`src/rtl/ps2_cmd_sequencer.sv`:
```
// PS/2 host-to-keyboard command sequencer.
// Sends a command byte and an optional argument byte through a byte-level
// transmit engine. Each byte is ACKed (0xFA) by the keyboard, or it is
// retried on resend (0xFE), on response timeout, or on a line-level
// transmit failure. Received bytes that are not consumed as a response are
// forwarded to the scan-code path one cycle later.
module ps2_cmd_sequencer #(
  parameter int TIMEOUT_CYCLES = 1000000,
  parameter int MAX_RETRY      = 3,
  parameter int TW             = 20
) (
  input  logic       iCLK,
  input  logic       Reset,
  input  logic       cmd_start,
  input  logic [7:0] cmd_code,
  input  logic       cmd_has_arg,
  input  logic [7:0] cmd_arg,
  output logic       busy,
  output logic       done,
  output logic       error,
  output logic [7:0] resp_byte,
  output logic [1:0] retry_cnt,
  output logic       tx_req,
  output logic [7:0] tx_data,
  input  logic       tx_done,
  input  logic       tx_fail,
  input  logic       rx_valid,
  input  logic [7:0] rx_code,
  output logic       scan_valid,
  output logic [7:0] scan_code
);

  typedef enum logic [2:0] {
    IDLE, SEND_CMD, WAIT_CMD, SEND_ARG, WAIT_ARG, FINISH, FAIL
  } state_t;

  localparam logic [7:0]    KBD_ACK    = 8'hFA;
  localparam logic [7:0]    KBD_RESEND = 8'hFE;
  localparam logic [TW-1:0] TMO_LAST   = TW'(TIMEOUT_CYCLES - 1);
  localparam logic [1:0]    RETRY_MAX  = 2'(MAX_RETRY);

  state_t        state_q, state_d;
  logic [7:0]    arg_q, arg_d;
  logic          has_arg_q, has_arg_d;
  logic          busy_q, busy_d;
  logic          done_q, done_d;
  logic          error_q, error_d;
  logic [7:0]    resp_q, resp_d;
  logic [1:0]    retry_q, retry_d;
  logic          tx_req_q, tx_req_d;
  logic [7:0]    tx_data_q, tx_data_d;
  logic          scan_valid_q, scan_valid_d;
  logic [7:0]    scan_code_q, scan_code_d;
  logic [TW-1:0] timer_q, timer_d;

  logic in_wait;
  logic is_resp;
  logic retry_take;

  // Next-state, datapath and forwarding decisions.
  always_comb begin
    state_d      = state_q;
    arg_d        = arg_q;
    has_arg_d    = has_arg_q;
    busy_d       = busy_q;
    done_d       = 1'b0;
    error_d      = error_q;
    resp_d       = resp_q;
    retry_d      = retry_q;
    tx_req_d     = tx_req_q;
    tx_data_d    = tx_data_q;
    timer_d      = timer_q;
    scan_valid_d = 1'b0;
    scan_code_d  = scan_code_q;
    retry_take   = 1'b0;

    in_wait = (state_q == WAIT_CMD) || (state_q == WAIT_ARG);
    is_resp = rx_valid && ((rx_code == KBD_ACK) || (rx_code == KBD_RESEND));

    // Only a response byte seen while waiting for one is swallowed; every
    // other received byte, including 0xFA/0xFE outside a wait, is scan data.
    if (rx_valid && !(in_wait && is_resp)) begin
      scan_valid_d = 1'b1;
      scan_code_d  = rx_code;
    end

    case (state_q)
      IDLE: begin
        if (cmd_start) begin
          arg_d     = cmd_arg;
          has_arg_d = cmd_has_arg;
          error_d   = 1'b0;
          retry_d   = 2'd0;
          busy_d    = 1'b1;
          tx_req_d  = 1'b1;
          tx_data_d = cmd_code;
          state_d   = SEND_CMD;
        end
      end

      SEND_CMD, SEND_ARG: begin
        // A low tx_req here means the previous attempt failed at line level;
        // re-present the same byte so the engine sees a fresh request.
        if (!tx_req_q) begin
          tx_req_d = 1'b1;
        end else if (tx_fail) begin
          tx_req_d   = 1'b0;
          retry_take = 1'b1;
        end else if (tx_done) begin
          tx_req_d = 1'b0;
          timer_d  = '0;
          state_d  = (state_q == SEND_CMD) ? WAIT_CMD : WAIT_ARG;
        end
      end

      WAIT_CMD, WAIT_ARG: begin
        timer_d = timer_q + TW'(1);
        // ACK is checked before the timeout so a same-cycle ACK wins.
        if (rx_valid && (rx_code == KBD_ACK)) begin
          resp_d  = KBD_ACK;
          retry_d = 2'd0;
          if ((state_q == WAIT_CMD) && has_arg_q) begin
            tx_req_d  = 1'b1;
            tx_data_d = arg_q;
            state_d   = SEND_ARG;
          end else begin
            done_d  = 1'b1;
            busy_d  = 1'b0;
            state_d = FINISH;
          end
        end else if (rx_valid && (rx_code == KBD_RESEND)) begin
          resp_d     = KBD_RESEND;
          retry_take = 1'b1;
        end else if (timer_q == TMO_LAST) begin
          retry_take = 1'b1;
        end
      end

      FINISH, FAIL: state_d = IDLE;

      default: state_d = IDLE;
    endcase

    // Retries resend the byte currently held in tx_data; an argument resend
    // never goes back to the command byte.
    if (retry_take) begin
      if (retry_q < RETRY_MAX) begin
        retry_d  = retry_q + 2'd1;
        tx_req_d = in_wait;
        state_d  = ((state_q == SEND_CMD) || (state_q == WAIT_CMD)) ? SEND_CMD : SEND_ARG;
      end else begin
        tx_req_d = 1'b0;
        busy_d   = 1'b0;
        error_d  = 1'b1;
        state_d  = FAIL;
      end
    end
  end

  // State and output registers with asynchronous active-low reset.
  always_ff @(posedge iCLK or negedge Reset) begin
    if (!Reset) begin
      state_q      <= IDLE;
      arg_q        <= 8'h00;
      has_arg_q    <= 1'b0;
      busy_q       <= 1'b0;
      done_q       <= 1'b0;
      error_q      <= 1'b0;
      resp_q       <= 8'h00;
      retry_q      <= 2'd0;
      tx_req_q     <= 1'b0;
      tx_data_q    <= 8'h00;
      timer_q      <= '0;
      scan_valid_q <= 1'b0;
      scan_code_q  <= 8'h00;
    end else begin
      state_q      <= state_d;
      arg_q        <= arg_d;
      has_arg_q    <= has_arg_d;
      busy_q       <= busy_d;
      done_q       <= done_d;
      error_q      <= error_d;
      resp_q       <= resp_d;
      retry_q      <= retry_d;
      tx_req_q     <= tx_req_d;
      tx_data_q    <= tx_data_d;
      timer_q      <= timer_d;
      scan_valid_q <= scan_valid_d;
      scan_code_q  <= scan_code_d;
    end
  end

  assign busy       = busy_q;
  assign done       = done_q;
  assign error      = error_q;
  assign resp_byte  = resp_q;
  assign retry_cnt  = retry_q;
  assign tx_req     = tx_req_q;
  assign tx_data    = tx_data_q;
  assign scan_valid = scan_valid_q;
  assign scan_code  = scan_code_q;

endmodule

```
`config.mk`:
```
export PLATFORM = sky130hd
export DESIGN_NAME = ps2_cmd_sequencer
export DESIGN_NICKNAME = d
export VERILOG_FILES = /design/src/rtl/ps2_cmd_sequencer.sv
export SDC_FILE = /design/constraint.sdc
export NUM_CORES = 1
export LEC_CHECK = 0
export CELL_PAD_IN_SITES_DETAIL_PLACEMENT = 0
export CELL_PAD_IN_SITES_GLOBAL_PLACEMENT = 2
export CORE_ASPECT_RATIO = 2
export CORE_MARGIN = 3
export CORE_UTILIZATION = 32
export CTS_CLUSTER_SIZE = 28
export DETAILED_ROUTE_END_ITERATION = 6
export PLACE_DENSITY_LB_ADDON = 0.1
export SYNTH_ARGS = -nofsm -noshare
export SYNTH_HDL_FRONTEND = slang
export SYNTH_SLANG_ARGS = --single-unit
```
`constraint.sdc`:
```
create_clock -name iCLK -period 2.1 [get_ports iCLK]
set_clock_uncertainty 0.1 [all_clocks]
set_input_delay 0.21 -clock iCLK [delete_from_list [all_inputs] [get_ports iCLK]]
set_output_delay 0.21 -clock iCLK [all_outputs]
set_load 0.01 [all_outputs]
```
# Word level (Yosys, flattened, before mapping)
# Cells that the tools add are included.
# W data, S select, Z words.
[classes]
addsub = 2
multipliers = 0
div_mod_pow = 0
n_lt_le_gt_ge = 1
eq_ne = 19
shift = 0
mux = 55
bitwise_logic = 0
reduce_logical = 23
[op_table]
columns = ["cell", "n"]
rows = [
  ["$mux W20", 3],
  ["$mux W8", 5],
  ["$pmux W20 S2", 1],
  ["$mux W3", 9],
  ["$mux W1", 26],
  ["$add A20 B1 Y20 const B", 1],
  ["$eq A20 B20 Y1 const B", 1],
  ["$ne A3 B3 Y1 const B", 6],
  ["$eq A8 B8 Y1 const B", 2],
  ["$pmux W8 S2", 1],
  ["$ne A2 B2 Y1 const B", 6],
  ["$reduce_and A4 Y1", 3],
  ["$mux W2", 5],
  ["$pmux W3 S3", 1],
  ["$eq A3 B2 Y1 const B", 2],
  ["$logic_and A1 B1 Y1", 6],
  ["$reduce_bool A2 Y1", 3],
  ["$reduce_and A5 Y1", 1],
  ["$pmux W1 S2", 2],
  ["$pmux W2 S2", 1],
  ["$reduce_and A2 Y1", 2],
  ["$reduce_bool A4 Y1", 1],
  ["$reduce_or A2 Y1", 2],
  ["$eq A3 B1 Y1 const B", 1],
  ["other kinds (7)", 9],
]
[word_totals]
reg_bits = 63
latch_bits = 0
ramBits = 0
rom_bits = 0
output_inout_bits = 31
word_cells = 113
n_memories = 0

# Longest topological paths before layout
# Gate-level depths: netlist of the first run.
[depth]
ltp_word = 7
mapped_depth = 8

# Worst setup path before layout of the first run
# Ideal clock, no wire load.
[synth_path]
kind = "register to register"
start = "register timer_q[0]"
end = "register retry_q[0], in the netlist retry_cnt[0]"
setup_time_ps = 79
arrival_ps = 1731
setup_slack_ps = 189
path_stages_with_launch = 9
n_path_buf = 2
period_less_slack_ps = 1911
path_cell_list = "dfrtp_1 ha_1 and3_1 clkbuf_4 and3_1 a311oi_2 or2_1 buf_4 mux2i_1"
[synth_between]
elab_chain_cells = 6
[synth_rtl]
columns = ["element", "line", "text"]
rows = [
  ["start, declared", "54", "logic [TW-1:0] timer_q, timer_d;"],
  ["start signal, assigned", "187", "timer_q <= timer_d;"],
  ["$eq A20 B20 Y1", "134", "end else if (timer_q == TMO_LAST) begin"],
  ["$mux W1", "134", ""],
  ["$mux W1", "131", "end else if (rx_valid && (rx_code == KBD_RESEND)) begin"],
  ["$mux W1", "119", "if (rx_valid && (rx_code == KBD_ACK)) begin"],
  ["$pmux W1 S2", "87", "case (state_q)"],
  ["$mux W2", "146", "if (retry_take) begin"],
  ["named net retry_d[0]", "49", "logic [1:0] retry_q, retry_d;"],
  ["end signal, assigned", "184", "retry_q <= retry_d;"],
  ["end, declared", "49", ""],
]
# The timed path passes the listed nets, and every way through them passes these cells.
# A chain may end at the register's enable or synchronous reset.

# Worst setup path after layout of the first run
# Same ends and word-level chain as after synthesis.

==> reports/results.tsv, run 1 <==
metric	value	unit
Slew @ Worst Pin	731	ps
pin count of the biggest net entering global routing	58	
synth top area cells	dfrtp_1 (46%), o21ai_0 (4.4%), mux2_2 (4.4%)	
Via density	5.13	
Core Footprint	0.00938	mm^2
Hold Path Class	flop to flop	
Clock transition at path regs	50	ps
I/O pins	62	
Setup violations, final	0	
clock root cell	clkbuf_16	
Worst VDD drop	0.000619	V
Syn Nets	333	
row cnt	50	
Placer Congestion	0.817	
Slew Viols, Final	0	
FF-to-FF Start	timer_q[0]$_DFFE_PN0P_	
Worst Setup EP	retry_cnt[0]$_DFF_PN0_	
Hold Violations, Final	0	
Clock Sinks	57	
CP Class	flop to flop	
drt wl/cell	17.1	um
Power Total	4.92	mW
area of the multi-input gates	0.00153	mm^2
total die area	0.0109	mm^2
top layer in use	met4	
FF-to-FF path depth	6	
M1 WL	2.88	mm
fraction of layout cells with a size suffix above 1	21.7	%
CTS tree	yes	
WP depth	6	
number of synthesized flops with an enable pin	0	
post-CTS setup buffers	0	
Post-Syn Instances	300	
gr ovfl total	0	
Nets	426	
Critical Path RT	2240	ps
die width	75.4	um
final core utilization	45.8	%
DR iter-0 viols	95	
met3 wire len	268	um
power density over cell area	1140	mW/mm^2
H-tree depth	3	
CP top delay family	simple AND/OR/NAND/NOR gates	
Antenna Nets Post-Route	0	
post-synthesis sequential area ratio	46.2	%
DR pass1 iterations	4	
P_leak	1.84	nW
Max Cap Viol	0	
crit path time final	2010	ps
total CTS buffers	9	
Worst-Skew Late Latency	320	ps
Worst Setup End Kind	flop	
Synth-to-Final Area Change	39.2	%
RR Endpoint	retry_cnt[0]$_DFF_PN0_	
worst path bufs/invs	0	
Crit-path slowest cell	dfrtp_1	
fin worst setup slack	89.0	ps
cell area after synthesis	0.00309	mm^2
Slew Limit Headroom	51.2	%
antenna diode count	0	
cells along the critical path	ha_1 -> and3_1 -> and3_1 -> a311oi_2 -> or2_1 -> mux2i_1	
Remaining DRCs	0	
Post-DP Area	0.00401	mm^2
Filler cells	940	
Synth Area per Inst	10.3	um^2
CP Launch Type	flop	
yosys synthesis warning count	0	
status	complete, no violations	
Final Cycle Share	95.8	%
ys flop type	dfrtp_1	
Achievable Freq	0.497	GHz
Reg area	0.00143	mm^2
die span in y	145	um
Unique masters post-synth	57	
IO Port Bufs	60	
CTS max path bufs	2	
first-pass GRT wire length	13.6	mm
setup slack at placement	-236	ps
metal2 WL	5.23	mm
CP peak stage delay	380	ps
top-area cell type share of the netlist area	46.2	%
Final Cell Area	0.00430	mm^2
most frequent CP cell	and3_1	
FFs w/ async S/R, synth	100	%
vias in the first global route	2724	
hpwl dp	6.79	mm
final WL	8.58	mm
Max Fanout on Critical Path	4	
crit path DAT	2150	ps
cell taking the most area after synthesis	dfrtp_1	
Critical path origin	timer_q[0]$_DFFE_PN0P_	
total global-route track usage	17.1	%
detailed-route via count	2570	
R2R setup slack	90	ps
initial antenna violation count	0	
Initial Utilization	32.9	%
#FFs+latches synth	57	
[power breakdown]
part	internal [mW]	total, mW	switching [mW]
Clock	0.811	1.27	0.458
Sequential	1.38	1.59	0.208
Combinational	1.05	2.06	1.01
Total	3.24	4.92	1.68
[cells in the mapped netlist, types with 4 or more instances]
master	n
a21oi_1	11
nor2_1	14
mux2_1	4
buf_2	7
xor2_1	8
nand2b_1	8
o21ai_0	27
dfrtp_1	57
mux2_2	12
or3_1	7
o211ai_1	6
nand2_1	24
inv_1	8
nand4_1	4
o2111ai_1	4
mux2i_1	11
buf_4	7
nor4_1	4
nand3_1	8
nor3_1	5
xnor2_1	4
[worst register-to-register path: stages, from the launching register on]
cell	delay (ps)
dfrtp_1	380
ha_1	230
and3_1	220
and3_1	200
a311oi_2	330
or2_1	260
mux2i_1	210
[cells by family after synthesis]
group	after synthesis	share of synthesized area, %
other	1	0.121
buffers and inverters	27	5.03
muxes	27	9.40
and+or+nand+nor	103	19.5
AOI/OAI and AO/OA	71	15.5
DFF	57	46.2
xor gates and xnor gates	12	3.40
adders and majority gates	2	0.811
[through the flow]
stage               cells  TNS [ps]  hold slack [ps]
global route          501     -14.4              392
detailed placement    485     -1570              318
finish                501         0              376
global placement      485     -1560              312
CTS                   501         0              367
floorplan             300         0             -186
[sequential cells by signal (all words and copies together) (netlist names)]
register and flops:
scan_valid 1, state_q 3, scan_code 8, tx_data 8, error 1, done 1
arg_q 8, busy 1, tx_req 1, timer_q 20, has_arg_q 1, retry_cnt 2
resp_byte 2
[cell type report]
type / count / area share, %
Clock buffer: 11 / 5.65
Clock inverter: 4 / 0.466
Inverter: 8 / 0.699
Multi-Input combinational cell: 216 / 35.6
Sequential cell: 57 / 33.2
Tap cell: 104 / 3.03
Timing Repair Buffer: 101 / 21.4
[per-layer routing]
layer  up-vias  global-route usage, %
li1       1276                      -
met1      1236                   15.7
met2        46                   33.7
met3        12                   3.73
met4         0                   7.37
met5         -                      0
[placed cells by master (no fill, tap or decap), drive strengths merged, types with 3 or more instances in the layout]
cell type | synthesis | final
a21oi | 12 | 12
and3 | 5 | 5
and4 | 4 | 4
buf | 16 | 41
clkbuf | 3 | 11
clkdlybuf4s50 | 0 | 59
clkinv | 0 | 4
dfrtp | 57 | 57
inv | 8 | 8
mux2 | 16 | 16
mux2i | 11 | 11
nand2 | 25 | 25
nand2b | 8 | 8
nand3 | 8 | 8
nand4 | 5 | 5
nand4b | 3 | 3
nor2 | 14 | 14
nor2b | 3 | 3
nor3 | 5 | 5
nor4 | 4 | 4
nor4b | 3 | 3
nor4bb | 3 | 3
o2111ai | 5 | 5
o211ai | 6 | 6
o21ai | 31 | 31
or2 | 3 | 3
or3 | 7 | 7
xnor2 | 4 | 4
xor2 | 8 | 8
[what timing repair did]
item,4_1_cts,5_1_grt
gates resized for setup,1,2
hold endpoints to repair,57,0
hold buffers,1,0
setup endpoints to repair,2,4
[worst min path at each step]
stage	cells after the start	start	slack, ps	endpoint
final	2	tx_data[5]$_DFFE_PN0P_	380	tx_data[5]$_DFFE_PN0P_
after global routing	2	cmd_has_arg	390	has_arg_q$_DFFE_PN0P_
after CTS	3	rx_code[0]	370	scan_code[0]$_DFFE_PN0P_
after detailed placement	2	Reset	320	tx_data[6]$_DFFE_PN0P_
after global placement	2	Reset	310	tx_data[6]$_DFFE_PN0P_
after floorplan	0	Reset	-190	arg_q[0]$_DFFE_PN0P_
(Power assumes the default switching activity.)
==> run 2, diff against run 1 <==
CELL_PAD_IN_SITES_GLOBAL_PLACEMENT = 1   (was 2)
CORE_UTILIZATION = 35   (was 32)
==> run 2 against run 1 <==
Effect of this change: total power is 9.9% higher; flip-flop and latch count stayed put; hold slack worse by 78 ps; utilization is 6.8 points higher; clock power is 32% higher; via count is 3.4% higher; critical path depth is 1 higher; setup slack better by 64 ps; sequential share of layout area is 0.96 points lower; final area is 3.0% higher; largest power group unchanged.
==> reports/results.tsv, run 2 (same netlist as run 1, synthesis figures left out) <==
metric	value	unit
Initial Utilization	36.7	%
antenna diode count	0	
Clock Sinks	57	
power density over cell area	1220	mW/mm^2
CP top delay family	simple AND/OR/NAND/NOR gates	
FF-to-FF path depth	7	
detailed-route via count	2657	
Slew Limit Headroom	63.3	%
clock root cell	clkbuf_16	
CTS max path bufs	2	
most frequent cells in the layout	clkdlybuf4s50_1 (59), dfrtp_1 (57), buf_4 (41), o21ai_0 (27), nand2_1 (24)	
total die area	0.0101	mm^2
Remaining DRCs	0	
CP Class	flop to flop	
Filler cells	792	
Slew Viols, Final	0	
Critical path origin	timer_q[0]$_DFFE_PN0P_	
die span in y	139	um
Worst VDD drop	0.000618	V
Synth-to-Final Area Change	43.3	%
H-tree depth	3	
R2R setup slack	150	ps
total CTS buffers	9	
Largest register FFs	20	
Final Cycle Share	92.7	%
status	complete, no violations	
area of the multi-input gates	0.00153	mm^2
hpwl dp	6.45	mm
pin count of the biggest net entering global routing	37	
total global-route track usage	17.7	%
Critical Path RT	2250	ps
FF-to-FF Start	timer_q[0]$_DFFE_PN0P_	
Achievable Freq	0.514	GHz
Placer Congestion	0.897	
placed cells	481	
Hold Violations, Final	0	
commonest non-fill, non-tap cell in the layout	clkdlybuf4s50_1	
P_leak	1.90	nW
CTS tree	yes	
die width	72.4	um
DR iter-0 viols	72	
CP Launch Type	flop	
WHS	298	ps
Most flops, register	timer_q	
Hold Path Class	input pin to asynchronous set/reset pin	
IO Port Bufs	60	
Max Cap Viol	0	
Final Non-Filler Cells	500	
final WL	8.40	mm
WP depth	7	
Max Fanout on Critical Path	7	
Crit-path slowest cell	dfrtp_1	
Worst Setup EP	retry_cnt[1]$_DFF_PN0_	
vias in the first global route	2711	
crit path DAT	2100	ps
Worst-Skew Late Latency	330	ps
DR pass1 iterations	4	
fraction of layout cells with a size suffix above 1	23.1	%
Core Footprint	0.00841	mm^2
Via density	5.31	
initial antenna violation count	0	
Clock transition at path regs	50	ps
Nets	430	
Setup violations, final	0	
Reg area	0.00143	mm^2
CP peak stage delay	380	ps
Slew @ Worst Pin	551	ps
drt wl/cell	16.8	um
Worst Setup End Kind	flop	
I/O pins	62	
gr ovfl total	0	
RR Endpoint	retry_cnt[1]$_DFF_PN0_	
first-pass GRT wire length	13.7	mm
crit path time final	1950	ps
worst path bufs/invs	1	
Antenna Nets Post-Route	0	
cells along the critical path	ha_1 -> and3_4 -> and3_1 -> a311oi_2 -> buf_4 -> or2_4 -> mux2i_1	
row cnt	47	
-- run 2: changes by cell type in the layout (fill, tap and decap cells not counted), sizes merged --
cell and delta:
bufinv +3, buf +4, clkinv -1, clkbuf -1
-- run 2: final cells by class --
type                            count  area share [%]
Inverter                            8           0.679
Clock inverter                      6            2.38
Sequential cell                    57            32.2
Tap cell                           98            2.77
Multi-Input combinational cell    216            34.5
Timing Repair Buffer              105            22.0
Clock buffer                       10            5.40
-- run 2: worst min-delay path by stage --
stage | from | endpoint
2_1_floorplan | Reset | arg_q[0]$_DFFE_PN0P_
3_3_place_gp | Reset | scan_valid$_DFF_PN0_
3_5_place_dp | Reset | scan_valid$_DFF_PN0_
4_1_cts | Reset | resp_byte[6]$_DFFE_PN0P_
5_1_grt | Reset | scan_valid$_DFF_PN0_
6_report | Reset | scan_valid$_DFF_PN0_
-- run 2: stage by stage --
step | setup WS [ps] | utilization (%) | power (mW) | setup TNS, ps | instance area, um^2
after CTS | 19.5 | 52.3 | 5.47 | 0 | 4400
after global placement | -54.8 | 48.0 | 3.72 | -172 | 4040
after global routing | -0.296 | 52.6 | 5.74 | -0.296 | 4420
after floorplan | 189 | - | 2.78 | 0 | 3090
after detailed placement | -97.0 | 48.0 | 3.76 | -284 | 4040
final | 153 | 52.6 | 5.41 | 0 | 4420
-- run 2: per-layer routing --
metal | wire length (um) | GRT usage, % | up-vias
met5 | 0 | 0 | -
met4 | 402 | 9.53 | 0
met3 | 378 | 4.28 | 30
met2 | 4600 | 32.0 | 68
met1 | 3020 | 17.9 | 1266
li1 | - | - | 1293
-- run 2: worst reg2reg max path: stages (launching register included) --
cell      delay, ps
dfrtp_1         380
ha_1            220
and3_4          220
and3_1          200
a311oi_2        260
buf_4           170
or2_4           140
mux2i_1         190
-- run 2: where the power goes --
group          internal [mW]  switching, mW
combinational           1.10           1.04
sequential              1.38          0.205
clock                   1.18          0.494
-- run 2: timing repair --
| item | CTS | global route |
|---|---|---|
| pin swaps | 0 | 3 |
| hold buffers | 1 | 0 |
| endpoints found under the hold margin | 21 | 0 |
| setup buffers | 0 | 2 |
| setup endpoints to repair | 3 | 8 |
| gates resized for setup | 2 | 3 |
